`src/rtl/cpu_bus_ctrl_pkg.sv`:
```
// Shared decode constants for the ColourGenie CPU bus controller:
// memory region bounds, I/O port numbers and the region classifier.
package cg_bus_pkg;

    localparam logic [15:0] ROM_BASE  = 16'h0000;
    localparam logic [15:0] ROM_LIMIT = 16'h3FFF;
    localparam logic [15:0] RAM_BASE  = 16'h4000;
    localparam logic [15:0] RAM_LIMIT = 16'hBFFF;
    localparam logic [15:0] CRAM_BASE  = 16'hF000;
    localparam logic [15:0] CRAM_LIMIT = 16'hF3FF;
    localparam logic [15:0] KBD_BASE  = 16'hF800;
    localparam logic [15:0] KBD_LIMIT = 16'hFBFF;

    localparam logic [7:0] PORT_PSG_A = 8'hF8;
    localparam logic [7:0] PORT_PSG_D = 8'hF9;
    localparam logic [7:0] PORT_SYS   = 8'hFF;

    typedef enum logic [2:0] {
        R_ROM,
        R_RAM,
        R_CRAM,
        R_KBD,
        R_NONE
    } region_e;

    function automatic region_e region_of(input logic [15:0] addr);
        if (addr <= ROM_LIMIT)                              return R_ROM;
        else if (addr >= RAM_BASE  && addr <= RAM_LIMIT)    return R_RAM;
        else if (addr >= CRAM_BASE && addr <= CRAM_LIMIT)   return R_CRAM;
        else if (addr >= KBD_BASE  && addr <= KBD_LIMIT)    return R_KBD;
        else                                                return R_NONE;
    endfunction

endpackage

```
`src/rtl/cpu_bus_ctrl_if.sv`:
```
// CPU-side bus between the Z80 wrapper (master) and the bus controller (slave).
interface cpu_bus_ctrl_if;
    logic        rfsh;
    logic        mreq;
    logic        iorq;
    logic        wr;
    logic        rd;
    logic [15:0] a;
    logic [7:0]  q;
    logic [7:0]  d;

    modport master (output rfsh, mreq, iorq, wr, rd, a, q, input d);
    modport slave  (input rfsh, mreq, iorq, wr, rd, a, q, output d);
endinterface

```
`src/rtl/cpu_bus_ctrl_wr_oneshot.sv`:
```
// One write pulse per CPU write cycle; re-armed only once wr has been seen high.
module wr_oneshot (
    input  logic clock,
    input  logic reset,
    input  logic i_qual,
    input  logic i_wr_n,
    output logic o_fire,
    output logic o_pulse
);
    logic r_armed;
    logic r_rst_hold;
    logic r_pulse;

    // r_rst_hold blocks a write that was already in progress across reset
    assign o_fire  = i_qual && r_armed && !r_rst_hold;
    assign o_pulse = r_pulse;

    always_ff @(posedge clock or negedge reset) begin
        if (!reset) begin
            r_armed    <= 1'b1;
            r_rst_hold <= 1'b1;
            r_pulse    <= 1'b0;
        end else begin
            r_pulse <= o_fire;
            if (i_wr_n) begin
                r_armed    <= 1'b1;
                r_rst_hold <= 1'b0;
            end else if (o_fire) begin
                r_armed <= 1'b0;
            end
        end
    end
endmodule

```
`src/rtl/cpu_bus_ctrl.sv`:
```
// ColourGenie address decoder / bus controller: memory and I/O decode,
// single-cycle write strobes, system port latch and registered read data.
module cpu_bus_ctrl
    import cg_bus_pkg::*;
#(
    parameter int          RAM_BITS = 15,
    parameter logic [7:0]  UNMAPPED = 8'hFF
) (
    input  logic                clock,
    input  logic                reset,
    cpu_bus_ctrl_if.slave       cpu,
    output logic [13:0]         rom_a,
    input  logic [7:0]          rom_d,
    output logic [RAM_BITS-1:0] ram_a,
    output logic                ram_we,
    output logic [7:0]          ram_d,
    input  logic [7:0]          ram_q,
    output logic [9:0]          cram_a,
    output logic                cram_we,
    input  logic [3:0]          cram_q,
    output logic [7:0]          kbd_row,
    input  logic [7:0]          kbd_col,
    output logic [7:0]          port_ff,
    input  logic                cas_in,
    output logic                psg_addr_we,
    output logic                psg_data_we,
    output logic                psg_data_rd,
    input  logic [7:0]          psg_q
);
    region_e    w_region;
    logic       w_io_cyc, w_mem_cyc;
    logic       w_mem_rd, w_mem_wr, w_io_rd, w_io_wr;
    logic [7:0] w_port;
    logic [7:0] w_rd_data;
    logic       w_sys_fire, w_sys_pulse, w_ram_fire, w_cram_fire, w_psga_fire, w_psgd_fire;
    logic [7:0] r_port_ff;
    logic [7:0] r_d;

    assign w_region  = region_of(cpu.a);
    assign w_port    = cpu.a[7:0];
    // I/O wins when mreq and iorq are both low
    assign w_io_cyc  = cpu.rfsh && !cpu.iorq;
    assign w_mem_cyc = cpu.rfsh && !cpu.mreq && cpu.iorq;
    assign w_mem_rd  = w_mem_cyc && !cpu.rd;
    assign w_mem_wr  = w_mem_cyc && !cpu.wr;
    assign w_io_rd   = w_io_cyc && !cpu.rd;
    assign w_io_wr   = w_io_cyc && !cpu.wr;

    assign rom_a   = cpu.a[13:0];
    assign ram_a   = RAM_BITS'(cpu.a - RAM_BASE);
    assign ram_d   = cpu.q;
    assign cram_a  = cpu.a[9:0];
    assign kbd_row = cpu.a[7:0];
    assign port_ff = r_port_ff;
    assign cpu.d   = r_d;
    assign psg_data_rd = reset && w_io_rd && (w_port == PORT_PSG_D);

    wr_oneshot u_ram_os  (.clock, .reset, .i_qual(w_mem_wr && w_region == R_RAM),
                          .i_wr_n(cpu.wr), .o_fire(w_ram_fire),  .o_pulse(ram_we));
    wr_oneshot u_cram_os (.clock, .reset, .i_qual(w_mem_wr && w_region == R_CRAM),
                          .i_wr_n(cpu.wr), .o_fire(w_cram_fire), .o_pulse(cram_we));
    wr_oneshot u_psga_os (.clock, .reset, .i_qual(w_io_wr && w_port == PORT_PSG_A),
                          .i_wr_n(cpu.wr), .o_fire(w_psga_fire), .o_pulse(psg_addr_we));
    wr_oneshot u_psgd_os (.clock, .reset, .i_qual(w_io_wr && w_port == PORT_PSG_D),
                          .i_wr_n(cpu.wr), .o_fire(w_psgd_fire), .o_pulse(psg_data_we));
    wr_oneshot u_sys_os  (.clock, .reset, .i_qual(w_io_wr && w_port == PORT_SYS),
                          .i_wr_n(cpu.wr), .o_fire(w_sys_fire),  .o_pulse(w_sys_pulse));

    always_comb begin
        w_rd_data = UNMAPPED;
        if (w_io_rd) begin
            case (w_port)
                PORT_PSG_D: w_rd_data = psg_q;
                PORT_SYS:   w_rd_data = {r_port_ff[7:1], cas_in};
                default:    w_rd_data = UNMAPPED;
            endcase
        end else if (w_mem_rd) begin
            case (w_region)
                R_ROM:   w_rd_data = rom_d;
                R_RAM:   w_rd_data = ram_q;
                R_CRAM:  w_rd_data = {4'hF, cram_q};
                R_KBD:   w_rd_data = kbd_col;
                default: w_rd_data = UNMAPPED;
            endcase
        end
    end

    always_ff @(posedge clock or negedge reset) begin
        if (!reset) begin
            r_d       <= 8'hFF;
            r_port_ff <= 8'h00;
        end else begin
            if (w_io_rd || w_mem_rd) r_d <= w_rd_data;
            if (w_sys_fire)          r_port_ff <= cpu.q;
        end
    end
endmodule

```
`src/flat_wrapper.sv`:
```
// flat-port wrapper written by rule: the top's interface ports become plain ports
module cpu_bus_ctrl_flat import cg_bus_pkg::*;
#(
    parameter int          RAM_BITS = 15,
    parameter logic [7:0]  UNMAPPED = 8'hFF
)
  (clock, reset, rom_a, rom_d, ram_a, ram_we, ram_d, ram_q, cram_a, cram_we, cram_q, kbd_row, kbd_col, port_ff, cas_in, psg_addr_we, psg_data_we, psg_data_rd, psg_q, cpu_rfsh, cpu_mreq, cpu_iorq, cpu_wr, cpu_rd, cpu_a, cpu_q, cpu_d);
  cpu_bus_ctrl_if cpu_i ();
  input  logic clock;
  input  logic reset;
  output logic [13:0] rom_a;
  input  logic [7:0] rom_d;
  output logic [RAM_BITS-1:0] ram_a;
  output logic ram_we;
  output logic [7:0] ram_d;
  input  logic [7:0] ram_q;
  output logic [9:0] cram_a;
  output logic cram_we;
  input  logic [3:0] cram_q;
  output logic [7:0] kbd_row;
  input  logic [7:0] kbd_col;
  output logic [7:0] port_ff;
  input  logic cas_in;
  output logic psg_addr_we;
  output logic psg_data_we;
  output logic psg_data_rd;
  input  logic [7:0] psg_q;
  input wire logic [$bits(cpu_i.rfsh)-1:0] cpu_rfsh;
  input wire logic [$bits(cpu_i.mreq)-1:0] cpu_mreq;
  input wire logic [$bits(cpu_i.iorq)-1:0] cpu_iorq;
  input wire logic [$bits(cpu_i.wr)-1:0] cpu_wr;
  input wire logic [$bits(cpu_i.rd)-1:0] cpu_rd;
  input wire logic [$bits(cpu_i.a)-1:0] cpu_a;
  input wire logic [$bits(cpu_i.q)-1:0] cpu_q;
  output wire logic [$bits(cpu_i.d)-1:0] cpu_d;
  assign cpu_i.rfsh = cpu_rfsh;
  assign cpu_i.mreq = cpu_mreq;
  assign cpu_i.iorq = cpu_iorq;
  assign cpu_i.wr = cpu_wr;
  assign cpu_i.rd = cpu_rd;
  assign cpu_i.a = cpu_a;
  assign cpu_i.q = cpu_q;
  assign cpu_d = cpu_i.d;
  cpu_bus_ctrl #(.RAM_BITS(RAM_BITS), .UNMAPPED(UNMAPPED)) u_core (.clock(clock), .reset(reset), .cpu(cpu_i), .rom_a(rom_a), .rom_d(rom_d), .ram_a(ram_a), .ram_we(ram_we), .ram_d(ram_d), .ram_q(ram_q), .cram_a(cram_a), .cram_we(cram_we), .cram_q(cram_q), .kbd_row(kbd_row), .kbd_col(kbd_col), .port_ff(port_ff), .cas_in(cas_in), .psg_addr_we(psg_addr_we), .psg_data_we(psg_data_we), .psg_data_rd(psg_data_rd), .psg_q(psg_q));
endmodule
```
`config.mk`:
```
export PLATFORM = sky130hd
export DESIGN_NAME = cpu_bus_ctrl_flat
export DESIGN_NICKNAME = d
export VERILOG_FILES = /design/src/rtl/cpu_bus_ctrl_pkg.sv /design/src/rtl/cpu_bus_ctrl_if.sv /design/src/rtl/cpu_bus_ctrl_wr_oneshot.sv /design/src/rtl/cpu_bus_ctrl.sv /design/src/flat_wrapper.sv
export SDC_FILE = /design/constraint.sdc
export NUM_CORES = 1
export LEC_CHECK = 0
export BUFFER_PORTS_ARGS = -buffer_cell sky130_fd_sc_hd__buf_2
export CORE_MARGIN = 5
export CORE_UTILIZATION = 30
export DETAILED_ROUTE_END_ITERATION = 10
export GPL_TIMING_DRIVEN = 0
export PLACE_DENSITY_LB_ADDON = 0.2
export SYNTH_ARGS = -nofsm -noshare
export SYNTH_HDL_FRONTEND = slang
export SYNTH_SLANG_ARGS = --single-unit
export TNS_END_PERCENT = 20
```
`constraint.sdc`:
```
create_clock -name clock -period 1.5 [get_ports clock]
set_input_delay 0 -clock clock [delete_from_list [all_inputs] [get_ports clock]]
set_output_delay 0 -clock clock [all_outputs]
set_load 0.02 [all_outputs]
```
# After elaboration in Yosys (flattened, before gate mapping)
# Index checks and enable logic that the tools add are counted.
[classes]
n_addsub = 1
n_lt_le_gt_ge = 7
eq_ne = 6
mux = 18
n_reduce_logical = 39
[op_table]
columns = ["cell", "count"]
rows = [
  ["$le A16 B16 Y1 const B", 3],
  ["$ge A16 B16 Y1 const B", 2],
  ["$pmux W8 S4", 1],
  ["$logic_and A1 B1 Y1", 27],
  ["$eq A8 B8 Y1 const B", 3],
  ["$ge A16 B15 Y1 const B", 1],
  ["$le A16 B14 Y1 const B", 1],
  ["$mux W8", 2],
  ["$pmux W8 S2", 1],
  ["$sub A15 B15 Y15 const B", 1],
  ["$mux W3", 4],
  ["$mux W1", 10],
  ["$reduce_bool A2 Y1", 5],
  ["$eq A3 B2 Y1 const B", 2],
  ["$logic_not A1 Y1", 5],
  ["$eq A3 B1 Y1 const B", 1],
  ["$logic_not A3 Y1", 1],
  ["$logic_or A1 B1 Y1", 1],
]
[word_totals]
input_bits = 68
ff_bits = 26

# Longest topological paths before layout
[logic_depth]
ltp_word = 12
ltp_mapped = 7

# By module
# Synthesis repeated with hierarchy kept, for this count alone.
[hier_totals]
hier_cells = 217
hier_area_um2 = 2180.8
[modules_own_cells]
columns = ["mod", "cells_per_inst", "seq_area_each_um2", "area_per_inst_um2", "n_inst"]
rows = [
  ["cpu_bus_ctrl", 177, 410.4, 1617.8, 1],
  ["wr_oneshot", 8, 77.6, 112.6, 5],
]

# Worst setup path after synthesis
# No wires, ideal clock.
[synth_timing]
path_type = "input -> register"
start = "input port cpu_a[14]"
end = "register u_core.r_d[0] (netlist: u_core.cpu.d[0])"
arrival_time_ns = 1.389
cell_stages = 6
required_ns = 1.439
n_path_buf = 0
path_slack_ns = 0.051
path_cell_list = "inv_1 > ha_1 > nor4bb_1 > nand3_1 > a21oi_1 > a2111o_1"
[synth_via]
elab_chain_cells = 10
word_cells_on_any_way = 21
[synth_lines]
columns = ["element", "line", "source"]
rows = [
  ["start, declared", "flat_wrapper.sv:33", "input wire logic [$bits(cpu_i.a)-1:0] cpu_a;"],
  ["$ge A16 B16 Y1 or $le A16 B16 Y1 (tied branches)", "cpu_bus_ctrl_pkg.sv:30", "else if (addr >= KBD_BASE && addr <= KBD_LIMIT) return R_KBD;"],
  ["$logic_and A1 B1 Y1", "cpu_bus_ctrl_pkg.sv:30", ""],
  ["$mux W3", "cpu_bus_ctrl_pkg.sv:30", ""],
  ["$mux W3", "cpu_bus_ctrl_pkg.sv:29", "else if (addr >= CRAM_BASE && addr <= CRAM_LIMIT) return R_CRAM;"],
  ["$mux W3", "cpu_bus_ctrl_pkg.sv:28", "else if (addr >= RAM_BASE && addr <= RAM_LIMIT) return R_RAM;"],
  ["$mux W3 (*)", "cpu_bus_ctrl_pkg.sv:27", "if (addr <= ROM_LIMIT) return R_ROM;"],
  ["$eq A3 B2 Y1 (tied with other cells)", "cpu_bus_ctrl.sv:78", "case (w_region)"],
  ["$pmux W8 S4 (*)", "cpu_bus_ctrl.sv:78", ""],
  ["$mux W8 (*)", "cpu_bus_ctrl.sv:77", "end else if (w_mem_rd) begin"],
  ["$mux W8 (*)", "cpu_bus_ctrl.sv:71", "if (w_io_rd) begin"],
  ["end signal, assigned", "cpu_bus_ctrl.sv:93", "if (w_io_rd || w_mem_rd) r_d <= w_rd_data;"],
  ["end, declared", "cpu_bus_ctrl.sv:37", "logic [7:0] r_d;"],
]
# Mark *: on every way between the ends. The rest lies on a longest branch, timed or not.
# A chain may end at the register's enable or synchronous reset.

# Worst setup path after layout
[layout_timing]
start = "register u_core.u_sys_os.r_armed"
end = "register u_core.r_port_ff[5] (netlist: u_core.port_ff[5])"
[layout_via]
elab_chain_cells = 2
[layout_lines]
columns = ["element", "line", "source"]
rows = [
  ["start, declared", "cpu_bus_ctrl_wr_oneshot.sv:10", "logic r_armed;"],
  ["start signal, assigned", "cpu_bus_ctrl_wr_oneshot.sv:20", "r_armed <= 1'b1;"],
  ["start signal, assigned", "cpu_bus_ctrl_wr_oneshot.sv:26", "r_armed <= 1'b1;"],
  ["start signal, assigned", "cpu_bus_ctrl_wr_oneshot.sv:29", "r_armed <= 1'b0;"],
  ["$logic_and A1 B1 Y1 (2 in a row)", "cpu_bus_ctrl_wr_oneshot.sv:15", "assign o_fire = i_qual && r_armed && !r_rst_hold;"],
  ["end signal, assigned", "cpu_bus_ctrl.sv:94", "if (w_sys_fire) r_port_ff <= cpu.q;"],
  ["end, declared", "cpu_bus_ctrl.sv:36", "logic [7:0] r_port_ff;"],
]
# Every way passes these cells.

==> flow_summary.yaml <==
status:
  status: "complete, but fails checks"
  violations: "setup timing"
global_routing:
  grtUsageTotal: 0.160
  grt_overflow_total: 0
  grt_pass1_vias: 2149
  grt_max_degree: 15
  grt_antenna_before_repair: 1
  grt_first_pass_wirelength_um: 11000
sta:
  share_of_the_clock_period_used_by_the_worst_path_after_layout: 1.01
  hold_fails_final_rpt: 0
  report.final.slew_viol_count: 0
  finalHoldWorstSlack_ps: 23.8
  minimum_period_implied_by_the_final_worst_setup_slack_ps: 1520
  max_freq_mhz: 657
  fin_worst_skew_ps: 4.50
  finalSetupTns_ps: -91.1
  relSlewSlack: 0.509
  report.final.setup_viol: 5
  worst-slew-pin-transition_ps: 734
  layout_setup_ws_ps: -21.0
  grt_setup_unrepaired: "true"
finish:
  n_antenna_cell: 0
  post_layout_inst_area_um2: 3110
  seqCellArea_um2: 668
  design.final.nets: 460
  drive_gt1_frac: 0.601
  multi_input_combinational_cell_area_um2: 968
  layout-area-overhead-vs-synth_pct: 50.3
  n_fill_cell: 685
floorplan:
  fp.coreArea_um2: 6760
  std_cell_rows: 30
  fp.dieH_um: 93.1
  die_area_um2: 8660
  die_w_um: 93.1
  ios: 144
  starting_density_of_the_core: 0.306
yosys:
  synthesis.nets: 298
  number_of_enable_flip_flop_cells_after_synthesis: 0
  synth.avg_cell_area_um2: 9.12
  synth_top_area_share: 0.196
  dominantRegCellSynth: "sky130_fd_sc_hd__dfstp_2"
  post_synth_inst_count: 227
  yosysWarnings: 0
  synthMostInstantiatedCell: "sky130_fd_sc_hd__buf_4"
  cell_area_after_technology_mapping_um2: 2070
  synth-seq-cells: 26
  largest_cells_by_area_after_synthesis: "sky130_fd_sc_hd__buf_4 20%, sky130_fd_sc_hd__dfstp_2 18%, sky130_fd_sc_hd__dfrtp_1 15%, sky130_fd_sc_hd__mux2_2 4.4%, sky130_fd_sc_hd__a211oi_1 2.9%"
  netlist-cell-type-count: 42
  synth.top_cells.by_count: "54 x sky130_fd_sc_hd__buf_4, 14 x sky130_fd_sc_hd__dfstp_2, 12 x sky130_fd_sc_hd__dfrtp_1, 12 x sky130_fd_sc_hd__nand2_1, 11 x sky130_fd_sc_hd__o21ai_0"
  register_area_share_after_synthesis: 0.323
  synth_largest_area_cell: "sky130_fd_sc_hd__buf_4"
  postSynth.asyncResetShare: 1.00
clock_network:
  htree_num_levels: 1
  insertion_delay_ps: 270
  worst_setup_hold_path_clk_slew_ps: 100
  clk_root_buf: "sky130_fd_sc_hd__clkbuf_8"
  clock_tree_from_tritoncts: "done"
  cts_made_buffers: 3
  cts_sinks: 26
  cts.path.max_buffers: 2
power:
  power_leakage_uw: 0.00159
  power.density_cell_area_nw_per_um2: 657
  power.ir.vdd_worst_mv: 0.364
worst_setup_path:
  arrival_ps: 1690
  startpoint_type: "register"
  worst_setup_path_end_kind: "register"
  critPathMaxFanout: 5
  cp_class: "register to register"
  worstPathRequired_ps: 1670
placed_design:
  half_perimeter_wire_length_of_the_detailed_placement_result_um: 5560
  gpl.final_weighted_congestion: 0.841
  detailed_place.area_um2: 2880
  buffer_ports.inserted: 142
routing:
  route.detailed.drc: 0
  drt-vias-per-instance: 4.73
  wl_um: 7240
  route.vias.total: 2213
  wl_per_instance_um: 15.5
  ant_nets: 0
  dr.first_iter.drc_count: 74
  firstDrtPassIters: 4
flow_run:
  drv.max_cap_violation_count: 0
min_path:
  min-delay-path-class: "primary input to register"
## state kept, by name, summed over array words and instances, names as in the netlist
signal	count
u_core.cpu.d	8
u_core.port_ff	8
u_core.u_cram_os.o_pulse	1
u_core.u_cram_os.r_armed	1
u_core.u_psga_os.o_pulse	1
u_core.u_psga_os.r_armed	1
u_core.u_psgd_os.o_pulse	1
u_core.u_psgd_os.r_armed	1
u_core.u_ram_os.o_pulse	1
u_core.u_ram_os.r_armed	1
u_core.u_ram_os.r_rst_hold	1
u_core.u_sys_os.r_armed	1
## cells by family after synthesis
kind of cell | count (synthesis) | synth area share
compound gates | 57 | 0.201
fa+ha+maj | 3 | 0.0181
buf+inv | 67 | 0.227
flops | 26 | 0.323
mux | 8 | 0.0435
simple gates | 66 | 0.188
## area by class of cell
| type | instances | share of cell area |
|---|---|---|
| Inverter | 6 | 0.00724 |
| Timing Repair Buffer | 156 | 0.273 |
| Buffer | 61 | 0.144 |
| Tap cell | 80 | 0.0322 |
| Clock buffer | 4 | 0.0177 |
| Sequential cell | 26 | 0.215 |
| Multi-Input combinational cell | 135 | 0.311 |
## what timing repair did
action                                  CTS  global route
hold buffers                             14             0
hold endpoints to repair                 24             0
cloned                                    1             0
resized for setup                         4             2
pin swaps                                 1             1
setup buffers                             0             0
endpoints found under the setup margin    8            15
## layout by cell type (no fill, tap or decap), types with 4 or more instances in the layout
| cell | n |
|---|---|
| sky130_fd_sc_hd__a2111o_1 | 4 |
| sky130_fd_sc_hd__a211oi_1 | 8 |
| sky130_fd_sc_hd__a21o_1 | 5 |
| sky130_fd_sc_hd__a21oi_1 | 5 |
| sky130_fd_sc_hd__a22oi_1 | 8 |
| sky130_fd_sc_hd__buf_2 | 142 |
| sky130_fd_sc_hd__buf_4 | 54 |
| sky130_fd_sc_hd__clkbuf_1 | 5 |
| sky130_fd_sc_hd__clkbuf_8 | 4 |
| sky130_fd_sc_hd__dfrtp_1 | 12 |
| sky130_fd_sc_hd__dfstp_2 | 14 |
| sky130_fd_sc_hd__dlygate4sd3_1 | 14 |
| sky130_fd_sc_hd__inv_1 | 6 |
| sky130_fd_sc_hd__mux2_2 | 8 |
| sky130_fd_sc_hd__nand2_1 | 11 |
| sky130_fd_sc_hd__nand2b_1 | 4 |
| sky130_fd_sc_hd__nand3_1 | 8 |
| sky130_fd_sc_hd__nand3b_1 | 7 |
| sky130_fd_sc_hd__nor2_1 | 8 |
| sky130_fd_sc_hd__o211ai_1 | 4 |
| sky130_fd_sc_hd__o21ai_0 | 11 |
| sky130_fd_sc_hd__o2bb2ai_1 | 5 |
| sky130_fd_sc_hd__or3_1 | 4 |
## routing by layer
layer / wire (um) / vias to the layer above / track usage
met3: 508 / 6 / 0.0338
met1: 3070 / 1017 / 0.209
li1: - / 1103 / -
met4: 63 / 2 / 0.0269
met2: 3580 / 85 / 0.275
met5: 11 / - / 0
## where the power goes
| part | leakage (uW) | total (uW) | internal (uW) | switching [uW] |
|---|---|---|---|---|
| sequential | 0.000314 | 806 | 777 | 29.6 |
| clock | 0.0000288 | 468 | 235 | 233 |
| combinational | 0.00125 | 770 | 355 | 415 |
## worst max-delay path, cell delays in order, from the launching register on
cell,delay (ps)
sky130_fd_sc_hd__dfstp_2,540
sky130_fd_sc_hd__nand3b_1,130
sky130_fd_sc_hd__nor4_4,240
sky130_fd_sc_hd__nand2_2,190
sky130_fd_sc_hd__mux2_2,310
## metrics by stage
step	util	total power [uW]	cells	worst slack, ps
after floorplan	-	1260	227	50.7
after CTS	0.459	2070	468	2.55
after global placement	0.426	1550	449	-228
final	0.461	2040	468	-21.0
after global routing	0.461	2160	468	-65.7
after detailed placement	0.426	1560	449	-258
## path summary, 6_finish.rpt
path,startpoint,end,slack (ps),cells after the start
max,u_core.u_sys_os.r_armed,u_core.port_ff[5],-20,4
min in group asynchronous,reset,u_core.u_psga_os.o_pulse,330,2
max reg2reg,u_core.u_sys_os.r_armed,u_core.port_ff[5],-20,4
max in group asynchronous,reset,u_core.cpu.d[6],690,2
min,kbd_col[6],u_core.cpu.d[6],20,3
min reg2reg,u_core.u_cram_os.r_armed,u_core.u_cram_os.o_pulse,490,2
Power figures use the tool's default switching activity.
